$ cat config.mk
export PLATFORM = sky130hd
export DESIGN_NAME = branch_resolve_unit_flat
export DESIGN_NICKNAME = d
export VERILOG_FILES = /design/src/rtl/branch_resolve_unit_if.sv /design/src/rtl/branch_resolve_unit.sv /design/src/flat_wrapper.sv
export SDC_FILE = /design/constraint.sdc
export NUM_CORES = 1
export LEC_CHECK = 0
export CORE_ASPECT_RATIO = 1.2
export CORE_MARGIN = 8
export CORE_UTILIZATION = 55
export DETAILED_ROUTE_END_ITERATION = 7
export PLACE_DENSITY = 0.86
export SYNTH_ARGS = -nofsm -noshare
export SYNTH_HDL_FRONTEND = slang
export SYNTH_SLANG_ARGS = --single-unit
$ cat constraint.sdc
create_clock -name clk -period 3.4 [get_ports clk]
set_input_delay 0.51 -clock clk [delete_from_list [all_inputs] [get_ports clk]]
set_output_delay 0.51 -clock clk [all_outputs]
set_load 0.02 [all_outputs]
$ cat src/rtl/branch_resolve_unit_if.sv
// BTB write port: the resolver requests writes, the BTB accepts them.
// A write transfers on a cycle where btb_we and btb_ready are both high.
interface branch_resolve_unit_if #(
    parameter int INDEX_BITS = 10
);
    logic                  btb_we;
    logic [INDEX_BITS-1:0] btb_windex;
    logic [31:0]           btb_wdata;
    logic                  btb_ready;

    modport master (
        output btb_we,
        output btb_windex,
        output btb_wdata,
        input  btb_ready
    );

    modport slave (
        input  btb_we,
        input  btb_windex,
        input  btb_wdata,
        output btb_ready
    );
endinterface

$ cat src/rtl/branch_resolve_unit.sv
// Branch resolution: mispredict redirect, BTB update queue, perf counters.
// Updates wait in a small FIFO so BTB back-pressure never loses a burst.
module branch_resolve_unit #(
    parameter int INDEX_BITS = 10,
    parameter int QDEPTH     = 4
) (
    input  logic        clk,
    input  logic        rst_n,
    input  logic        ex_valid,
    input  logic        ex_is_jump,
    input  logic [31:0] ex_pc,
    input  logic        ex_taken,
    input  logic [31:0] ex_target,
    input  logic        ex_pred_taken,
    input  logic [31:0] ex_pred_target,
    output logic        redirect,
    output logic [31:0] redirect_pc,
    output logic        q_overflow,
    output logic [31:0] branch_count,
    output logic [31:0] mispredict_count,
    branch_resolve_unit_if.master btb
);
    localparam int PW = $clog2(QDEPTH);

    logic [INDEX_BITS-1:0] q_index  [QDEPTH];
    logic [31:0]           q_target [QDEPTH];
    logic [PW-1:0]         rd_ptr;
    logic [PW-1:0]         wr_ptr;
    logic [PW:0]           count;

    logic        eff_taken;
    logic        mispredict;
    logic        upd_need;
    logic [31:0] correct_pc;
    logic        full;
    logic        deq;
    logic        enq;
    logic        drop;

    // Outcome vs. prediction for the instruction leaving EX.
    always_comb begin
        eff_taken  = ex_is_jump | ex_taken;
        mispredict = ex_valid &&
                     ((eff_taken != ex_pred_taken) ||
                      (eff_taken && (ex_pred_target != ex_target)));
        upd_need   = ex_valid && eff_taken &&
                     ((ex_pred_target != ex_target) || !ex_pred_taken);
        correct_pc = eff_taken ? ex_target : ex_pc + 32'd4;
    end

    // A full queue still accepts when the head leaves in the same cycle.
    assign full       = (count == (PW+1)'(QDEPTH));
    assign btb.btb_we = (count != '0);
    assign deq        = btb.btb_we && btb.btb_ready;
    assign enq        = upd_need && (!full || deq);
    assign drop       = upd_need && full && !deq;

    // Head is gated so the write port reads zero whenever the queue is empty.
    assign btb.btb_windex = btb.btb_we ? q_index[rd_ptr]  : '0;
    assign btb.btb_wdata  = btb.btb_we ? q_target[rd_ptr] : '0;

    // Queue storage: write the tail slot on enqueue.
    always_ff @(posedge clk or negedge rst_n) begin
        if (!rst_n) begin
            for (int i = 0; i < QDEPTH; i++) begin
                q_index[i]  <= '0;
                q_target[i] <= '0;
            end
        end else if (enq) begin
            q_index[wr_ptr]  <= ex_pc[INDEX_BITS-1:0];
            q_target[wr_ptr] <= ex_target;
        end
    end

    // Queue pointers and occupancy; pointers wrap naturally at QDEPTH.
    always_ff @(posedge clk or negedge rst_n) begin
        if (!rst_n) begin
            rd_ptr <= '0;
            wr_ptr <= '0;
            count  <= '0;
        end else begin
            if (enq) wr_ptr <= wr_ptr + PW'(1);
            if (deq) rd_ptr <= rd_ptr + PW'(1);
            case ({enq, deq})
                2'b10:   count <= count + (PW+1)'(1);
                2'b01:   count <= count - (PW+1)'(1);
                default: count <= count;
            endcase
        end
    end

    // Registered redirect and overflow pulses.
    always_ff @(posedge clk or negedge rst_n) begin
        if (!rst_n) begin
            redirect    <= 1'b0;
            redirect_pc <= '0;
            q_overflow  <= 1'b0;
        end else begin
            redirect    <= mispredict;
            redirect_pc <= mispredict ? correct_pc : '0;
            q_overflow  <= drop;
        end
    end

    // Wrapping performance counters.
    always_ff @(posedge clk or negedge rst_n) begin
        if (!rst_n) begin
            branch_count     <= '0;
            mispredict_count <= '0;
        end else begin
            if (ex_valid)   branch_count     <= branch_count + 32'd1;
            if (mispredict) mispredict_count <= mispredict_count + 32'd1;
        end
    end
endmodule
$ cat src/flat_wrapper.sv
// flat-port wrapper written by rule: the top's interface ports become plain ports
module branch_resolve_unit_flat 
#(
    parameter int INDEX_BITS = 10,
    parameter int QDEPTH     = 4
)
  (clk, rst_n, ex_valid, ex_is_jump, ex_pc, ex_taken, ex_target, ex_pred_taken, ex_pred_target, redirect, redirect_pc, q_overflow, branch_count, mispredict_count, btb_btb_we, btb_btb_windex, btb_btb_wdata, btb_btb_ready);
  branch_resolve_unit_if #(.INDEX_BITS(INDEX_BITS)) btb_i ();
  input  logic clk;
  input  logic rst_n;
  input  logic ex_valid;
  input  logic ex_is_jump;
  input  logic [31:0] ex_pc;
  input  logic ex_taken;
  input  logic [31:0] ex_target;
  input  logic ex_pred_taken;
  input  logic [31:0] ex_pred_target;
  output logic redirect;
  output logic [31:0] redirect_pc;
  output logic q_overflow;
  output logic [31:0] branch_count;
  output logic [31:0] mispredict_count;
  output wire logic [$bits(btb_i.btb_we)-1:0] btb_btb_we;
  output wire logic [$bits(btb_i.btb_windex)-1:0] btb_btb_windex;
  output wire logic [$bits(btb_i.btb_wdata)-1:0] btb_btb_wdata;
  input wire logic [$bits(btb_i.btb_ready)-1:0] btb_btb_ready;
  assign btb_btb_we = btb_i.btb_we;
  assign btb_btb_windex = btb_i.btb_windex;
  assign btb_btb_wdata = btb_i.btb_wdata;
  assign btb_i.btb_ready = btb_btb_ready;
  branch_resolve_unit #(.INDEX_BITS(INDEX_BITS), .QDEPTH(QDEPTH)) u_core (.clk(clk), .rst_n(rst_n), .ex_valid(ex_valid), .ex_is_jump(ex_is_jump), .ex_pc(ex_pc), .ex_taken(ex_taken), .ex_target(ex_target), .ex_pred_taken(ex_pred_taken), .ex_pred_target(ex_pred_target), .redirect(redirect), .redirect_pc(redirect_pc), .q_overflow(q_overflow), .branch_count(branch_count), .mispredict_count(mispredict_count), .btb(btb_i));
endmodule
; Word-level counts from Yosys, hierarchy flattened
; Index checks and enable logic that the tools add are counted.
[op_classes]
addsub = 7
n_lt_le_gt_ge = 3
n_eq_ne = 5
mux = 17
bitwise = 3
n_reduce_logical = 17
[ops]
columns = cell, count
row1 = $mux W32, 6
row2 = $bwmux W128, 1
row3 = $add A32 B1 Y32 const B, 2
row4 = $bmux W32 S2, 1
row5 = $demux W32 S2, 1
row6 = $bwmux W40, 1
row7 = $mux W10, 4
row8 = $add A32 B3 Y32 const B, 1
row9 = $ne A32 B32 Y1, 1
row10 = $bmux W10 S2, 1
row11 = $demux W10 S2, 1
row12 = $logic_and A1 B1 Y1, 9
row13 = $ge A3 B3 Y1 const B, 2
row14 = $not A2 Y3, 2
row15 = $pmux W3 S2, 1
row16 = $add A2 B1 Y2 const B, 2
row17 = $add A3 B1 Y3 const B, 1
row18 = $eq A3 B3 Y1 const B, 1
row19 = $logic_not A1 Y1, 3
row20 = $logic_or A1 B1 Y1, 3
row21 = $lt A3 B1 Y1 const B, 1
row22 = $reduce_bool A3 Y1, 1
row23 = $sub A3 B1 Y3 const B, 1
row24 = $eq A2 B1 Y1 const B, 1
row25 = 4 further kinds, 4
[totals]
ff_bits = 273
wordCells = 68

; Depth between registers and ports, before layout
; Gate-level depths: netlist (run 1).
[logic_depth]
ltp_word = 6
depth_mapped = 12
depth_no_buf = 12

; Worst setup path after synthesis (run 1)
; OpenSTA, ideal clock, no wires.
[synth_timing]
path_type = input -> register
from = input port ex_target[15]
to = register u_core.count[2]
t_arrival_ns = 2.652
slack_ns = 0.669
path_stages = 12
path_buffers = 0
cell_sequence = xnor2_1 -> nand4_1 -> or4_4 -> nor4_4 -> nor3_2 -> inv_1 -> ha_1 -> inv_1 -> fa_1 -> xor2_1 -> nor2_1 -> xor2_1
[synth_via]
elab_chain_cells = 6
elab_cells_between_ends = 8
cone_classes = eq/ne (3) / mux (1) / reduce/logical (4)
[synth_lines]
columns = item, line_no
row1 = start: declaration, flat_wrapper.sv:15  ; input logic [31:0] ex_target;
row2 = $ne A32 B32 Y1 (*), branch_resolve_unit.sv:47  ; ((ex_pred_target != ex_target) || !ex_pred_taken);
row3 = $logic_or A1 B1 Y1 (*), branch_resolve_unit.sv:47
row4 = $logic_and A1 B1 Y1 (*), branch_resolve_unit.sv:46  ; upd_need = ex_valid && eff_taken &&
row5 = $logic_and A1 B1 Y1 (*), branch_resolve_unit.sv:55  ; assign enq = upd_need && (!full || deq);
row6 = $eq A2 B1 Y1 or $eq A2 B2 Y1 (tied branches), branch_resolve_unit.sv:84  ; case ({enq, deq})
row7 = $pmux W3 S2 or $reduce_bool A2 Y1 (tied branches), n/a
row8 = end signal: assignment, branch_resolve_unit.sv:85  ; 2'b10: count <= count + (PW+1)'(1);
row9 = end signal: assignment, branch_resolve_unit.sv:86  ; 2'b01: count <= count - (PW+1)'(1);
row10 = end signal: assignment, branch_resolve_unit.sv:87  ; default: count <= count;
row11 = end: declaration, branch_resolve_unit.sv:29  ; logic [PW:0] count;
; Mark *: on every way between the ends. The rest lies on a longest branch, timed or not.
; A chain may end at the register's enable or synchronous reset.

; Final worst setup path (run 1)
[layout_timing]
from = input port ex_target[0]
to = register u_core.count[2]
; Same word-level chain as after synthesis.

==> results of run 1 <==
-- kinds of logic (layout without fill, tap and decap cells) --
family	Yosys count	after routing
AND/OR/NAND/NOR	279	279
flip-flops	273	273
multiplexers	212	212
XOR/XNOR	117	117
buffers and inverters	76	394
AO/OA/AOI/OAI	43	43
adder cells (fa/ha/maj)	9	9
other	0	2
-- power breakdown --
group	internal [mW]	switching [mW]
logic	4.19	2.88
registers	4.45	0.824
clock network	1.91	1.31
-- synthesized netlist by cell type (all sizes together), types with 3 or more instances --
library cell and count:
nor3 17, nand4 18, xnor2 58, nand3 32, nand2 53, a21oi 3
buf 29, a2111oi 3, nor2 62, mux2 169, a211oi 29, and3 12
xor2 59, dfrtp 273, nor4 15, nor2b 9, ha 8, and2 48
or3 4, mux4 42, inv 23, clkbuf 24
-- metrics by stage --
step	hold WS, ns	area (sq um)	util
floorplan	0.2144	13660	-
global placement	0.4418	16950	0.6892
detailed placement	0.4462	16950	0.6892
CTS	0.4694	17930	0.7289
global route	0.4830	17930	0.7291
finish	0.4707	17930	0.7291
-- routing by layer --
metal	GRT usage	share of wire	vias to the layer above
met5	0	0.00034	-
met4	0.1105	0.043	2
met3	0.04410	0.057	98
met2	0.4330	0.50	359
met1	0.3107	0.40	4962
li1	-	-	4140
-- what timing repair did --
item,in CTS,in global routing
hold buffers,1,0
hold endpoints to repair,45,0
setup endpoints to repair,0,0
-- worst paths after layout --
| path | cells past startpoint | slack, ns | to | start |
|---|---|---|---|---|
| worst max register to register | 7 | 0.99 | u_core.branch_count[29] | u_core.branch_count[5] |
| max in group asynchronous | 3 | 2.11 | u_core.mispredict_count[30] | rst_n |
| worst min-delay path | 2 | 0.47 | u_core.redirect_pc[7] | rst_n |
| worst min register to register | 1 | 0.47 | u_core.branch_count[31] | u_core.branch_count[31] |
| worst max-delay path | 14 | 0.22 | u_core.count[2] | ex_target[0] |
| min in group clk | 1 | 0.47 | u_core.branch_count[31] | u_core.branch_count[31] |
-- worst max-delay path, delay by kind of cell --
kind          cells  cell delay [ns]
simple gates      5             1.13
xor+xnor          3             0.56
fa+ha+maj         2             0.57
buf+inv           4             0.86
-- final cells by class --
cell class	instances	area, sq um	area share
Antenna cell	2	5.005	0.0002791
Clock buffer	34	764.5	0.04263
Clock inverter	18	203.9	0.01137
Inverter	23	86.33	0.004814
Multi-Input combinational cell	660	6396	0.3567
Sequential cell	273	6834	0.3811
Tap cell	325	406.6	0.02268
Timing Repair Buffer	319	3236	0.1804
-- flip-flops by register name, summed over array words and instances (netlist names) --
register,flops
u_core.branch_count,32
u_core.count,3
u_core.mispredict_count,32
u_core.q_index,40
u_core.q_overflow,1
u_core.q_target,128
u_core.rd_ptr,2
u_core.redirect,1
u_core.redirect_pc,32
u_core.wr_ptr,2
==> results.sh, run 1 <==
export IMPL_synth_ff_type="dfrtp_1"
export IMPL_setup_viol=0
export IMPL_layout_nets=1417
export IMPL_clock_skew_ns=0.01309
export IMPL_grt_max_degree=89
export IMPL_vdd_drop_max_mv=0.6934
export IMPL_ys_seq_area_frac=0.5001
export IMPL_fmax_mhz=314.7
export IMPL_rsz0062_at_grt="no"
export IMPL_hold_path_class="input port to async pin"
export IMPL_totalWireLength_microns=38720
export IMPL_numCtsBuffers=28
export IMPL_clock_sinks=273
export IMPL_drv_slew=0
export IMPL_gp_congestion=0.8311
export IMPL_drt_wirelength_per_cell_microns=23.41
export IMPL_io_buffers=243
export IMPL_grt_use_total=0.2530
export IMPL_worstSetupPathType="input port to flip-flop"
export IMPL_cap_violations=0
export IMPL_pwr_density_cell_nw_per_um2=868.3
export IMPL_synth_simple_area_share=0.1060
export IMPL_ys_ff_latch=273
export IMPL_total_power_mw=15.57
export IMPL_first_pass_iters=5
export IMPL_drcViolationCount=0
export IMPL_crit_path_start_kind="input port"
export IMPL_synth_adder_area_share=0.008793
export IMPL_clkTransAtPathRegs_ns=0.07
export IMPL_final_cell_mix="dfrtp_1 (271), clkdlybuf4s50_1 (242), mux2_4 (160)"
export IMPL_max_stage_delay_ns=0.56
export IMPL_cts_resized=0
export IMPL_ant_nets=0
export IMPL_synthXorXnorAreaFrac=0.07501
export IMPL_fill_cells=1564
export IMPL_synth_nets=1121
export IMPL_vias_per_cell=5.781
export IMPL_grt_pass1_vias=10522
export IMPL_dp_hpwl_microns=27440
export IMPL_io_pins=244
export IMPL_tightest_slew_ns=0.6842
export IMPL_hold_violations=0
export IMPL_grt_pass1_wl_microns=60670
export IMPL_status="completed"
export IMPL_row_count=63
export IMPL_core_region_area_sq_um=24590
export IMPL_synth_top_area_cell="dfrtp_1"
export IMPL_netlist_area_sq_um=13660
export IMPL_stdcell_count=1654
export IMPL_setup_tns_ns=0
export IMPL_slew_headroom=0.5321
export IMPL_fin_crit_ns=3.178
export IMPL_power_leakage_nw=7.738
export IMPL_post_place_ws_ns=-0.2376
export IMPL_die_w_microns=159.9
export IMPL_vias=9561
export IMPL_initial_core_util=0.5555
export IMPL_synthTopCellsByArea="dfrtp_1 (50%), mux2_4 (18%), mux4_2 (6.9%), xor2_1 (3.8%), xnor2_1 (3.7%)"
export IMPL_synthMuxAreaShare=0.2533
export IMPL_synth_top_family_by_area="multiplexers"
export IMPL_setup_ws_ns=0.2221
export IMPL_end_kind="flip-flop"
export IMPL_worstPathArrival_ns=3.63
export IMPL_fp_dieH_microns=188.6
export IMPL_cts_tree="done"
export IMPL_synthArstFlopShare=1.000
export IMPL_ys_types=47
export IMPL_path_cells="clkdlybuf4s50_1, xnor2_1, buf_4, nand4_1, or4_4, nor4_4, nor3_2, inv_1, ha_1, inv_1, fa_1, xor2_1, nor2_1, xor2_1"
export IMPL_cp_max_fo=6
export IMPL_antenna_found_initial=3
export IMPL_synth_edf_count=0
export IMPL_clockBufferDepth=3
export IMPL_min_period_over_period=0.9347
export IMPL_clock_root_buffer="clkbuf_16"
export IMPL_final_common_cell="dfrtp_1"
export IMPL_htreeDepth=1
export IMPL_postCtsSetupBuffers=0
export IMPL_syn2layout_area_growth_pct=31.27
export IMPL_slowest_stage="or4_4"
export IMPL_cp_data_required_time_ns=3.86
export IMPL_fp_dieArea_sq_um=30160
export IMPL_synth_compound_gate_area_share=0.02455
export IMPL_synth_top_cell_area_share=0.5001
export IMPL_layout_drive_gt1_share=0.2653
export IMPL_overflow=0
export IMPL_placed_cells=1599
export IMPL_synth_avg_cell_area_sq_um=13.54
export IMPL_first_iter_violations=593
export IMPL_syn_instance_count=1009
export IMPL_yosysWarnings=0
export IMPL_clk_insertion_delay_late_ns=0.54
Power figures use the tool's default switching activity.
==> run 2: changes to the inputs <==
--- a/config.mk
+++ b/config.mk
@@ -7,9 +7,9 @@
 export LEC_CHECK = 0
 export CORE_ASPECT_RATIO = 1.2
 export CORE_MARGIN = 8
-export CORE_UTILIZATION = 55
+export CORE_UTILIZATION = 57
 export DETAILED_ROUTE_END_ITERATION = 7
-export PLACE_DENSITY = 0.86
+export PLACE_DENSITY = 0.89
 export SYNTH_ARGS = -nofsm -noshare
 export SYNTH_HDL_FRONTEND = slang
 export SYNTH_SLANG_ARGS = --single-unit
==> run 2 against run 1 <==
Against the previous run: utilization up 2.1 points; fmax down 2.3%; cell count down 0.54%; critical path depth down 10; via count up 1.7%; first-iteration DRC count up 19%; largest power group unchanged; total power down 0.98%; non-clock buffer count down 3.
==> results.sh, run 2 (synthesis results as in run 1) <==
export IMPL_clock_sinks=273
export IMPL_fill_cells=1429
export IMPL_hold_path_class="input port to async pin"
export IMPL_critPathTopFamily="buffers and inverters"
export IMPL_worstPathArrival_ns=2.74
export IMPL_reg2reg_depth=7
export IMPL_grt_pass1_vias=10773
export IMPL_cp_max_fo=17
export IMPL_ant_nets=0
export IMPL_clk_insertion_delay_late_ns=0.54
export IMPL_total_power_mw=15.42
export IMPL_largest_reg_flops=128
export IMPL_layout_nets=1415
export IMPL_setup_tns_ns=0
export IMPL_slowest_stage="dfrtp_2"
export IMPL_dp_hpwl_microns=28760
export IMPL_clock_skew_ns=0.01631
export IMPL_drt_wirelength_per_cell_microns=24.95
export IMPL_cts_tree="done"
export IMPL_io_pins=244
export IMPL_gp_congestion=0.8476
export IMPL_row_count=62
export IMPL_hold_violations=0
export IMPL_crit_end="btb_btb_wdata[22]"
export IMPL_io_buffers=243
export IMPL_stdcell_count=1645
export IMPL_cts_resized=0
export IMPL_ctsHoldBuffers=0
export IMPL_timing_hold_ws_ns=0.005935
export IMPL_drcViolationCount=0
export IMPL_grt_max_degree=106
export IMPL_tightest_slew_ns=0.8238
export IMPL_drv_slew=0
export IMPL_die_w_microns=157.3
export IMPL_totalWireLength_microns=41040
export IMPL_rsz0062_at_grt="no"
export IMPL_clkTransAtPathRegs_ns=0.06
export IMPL_pwr_density_cell_nw_per_um2=865.7
export IMPL_overflow=0
export IMPL_final_common_cell="dfrtp_1"
export IMPL_setup_viol=0
export IMPL_vias=9726
export IMPL_min_period_over_period=0.9570
export IMPL_end_kind="output port"
export IMPL_power_leakage_nw=7.679
export IMPL_regMostFlops="u_core.q_target"
export IMPL_numCtsBuffers=29
export IMPL_core_region_area_sq_um=23740
export IMPL_grt_use_total=0.2824
export IMPL_fmax_mhz=307.3
export IMPL_cp_data_required_time_ns=2.89
export IMPL_fp_dieArea_sq_um=29200
export IMPL_placed_cells=1592
export IMPL_worstSetupPathType="flip-flop to output port"
export IMPL_slew_headroom=0.4508
export IMPL_vias_per_cell=5.912
export IMPL_first_iter_violations=708
export IMPL_ff2ff_setup_slack_ns=1.04
export IMPL_fp_dieH_microns=185.6
export IMPL_path_depth=4
export IMPL_syn2layout_area_growth_pct=30.37
export IMPL_worstReg2RegEnd="u_core.branch_count[31]"
export IMPL_crit_start="u_core.rd_ptr[0]"
export IMPL_reg_top3="u_core.q_target: 128 flops, u_core.q_index: 40 flops"
export IMPL_layout_drive_gt1_share=0.2589
export IMPL_path_cells="buf_12, mux4_2, and2_1, clkdlybuf4s50_1"
export IMPL_antenna_found_initial=4
export IMPL_cp_num_buf_inv=2
export IMPL_grt_pass1_wl_microns=62950
export IMPL_clockBufferDepth=3
export IMPL_max_stage_delay_ns=0.65
export IMPL_fin_crit_ns=3.254
export IMPL_initial_core_util=0.5755
export IMPL_cap_violations=0
export IMPL_vdd_drop_max_mv=0.6665
export IMPL_final_cell_mix="dfrtp_1 (271), clkdlybuf4s50_1 (242), mux2_4 (160)"
export IMPL_fin_util=0.7503
export IMPL_rr_startpoint="u_core.branch_count[5]"
export IMPL_postCtsSetupBuffers=0
export IMPL_first_pass_iters=6
export IMPL_clock_root_buffer="clkbuf_16"
export IMPL_htreeDepth=1
export IMPL_status="completed"
export IMPL_crit_path_start_kind="flip-flop"
==> run 2: changes by cell type in the layout (fill, tap and decap cells not counted), sizes merged <==
cell and delta:
clkinvlp -3, clkinv -3, inv -1, clkbuf +8, bufinv -4, diode +2
dlygate4sd3 -1, buf -2
==> run 2: routing by layer <==
metal,vias to the layer above,global-route usage,part of all wire,wire length [microns]
met5,-,0,0.00022,9
met4,2,0.1834,0.066,2729
met3,132,0.04646,0.067,2743
met2,452,0.4734,0.50,20370
met1,5020,0.3331,0.37,15200
li1,4120,-,-,-
==> run 2: where the power goes <==
part | leakage [nW] | total, mW | switching, mW | internal [mW]
combinational | 3.89 | 7.10 | 2.89 | 4.21
sequential | 3.36 | 5.38 | 0.930 | 4.45
clock | 0.430 | 2.94 | 1.27 | 1.66
total | 7.68 | 15.4 | 5.10 | 10.3
==> run 2: cell type report <==
| cell class | count | area [sq um] | area share |
|---|---|---|---|
| well taps | 320 | 400.4 | 0.02248 |
| multi-input cells | 660 | 6396 | 0.3591 |
| flip-flops and latches | 273 | 6834 | 0.3837 |
| diodes | 4 | 10.01 | 0.0005620 |
| clock inverters | 7 | 35.03 | 0.001967 |
| repair buffers | 316 | 3223 | 0.1810 |
| clock buffers | 42 | 824.5 | 0.04630 |
| inverters | 23 | 86.33 | 0.004848 |
==> run 2: worst min-delay path by stage <==
stage / slack, ns / endpoint / startpoint
2_1_floorplan: 0.21 / u_core.branch_count[0] / rst_n
3_3_place_gp: 0.46 / u_core.mispredict_count[31] / u_core.mispredict_count[31]
3_5_place_dp: 0.46 / u_core.mispredict_count[31] / u_core.mispredict_count[31]
4_1_cts: 0.07 / u_core.q_index[15] / rst_n
5_1_grt: 0.08 / u_core.q_index[15] / rst_n
6_report: 0.006 / u_core.q_index[15] / rst_n
==> run 2: metrics by stage <==
step	setup slack (ns)	area [sq um]
6_report	0.1464	17810
5_1_grt	0.06724	17810
4_1_cts	0.09610	17800
2_1_floorplan	0.6693	13660
3_5_place_dp	-0.1109	16940
3_3_place_gp	0.04104	16940
==> run 2: worst reg2reg max path, delay by kind of cell (launching register included) <==
| kind | cells | cell delay, ns |
|---|---|---|
| flip-flops | 1 | 0.43 |
| AND/OR/NAND/NOR | 6 | 1.67 |
| XOR/XNOR | 1 | 0.15 |
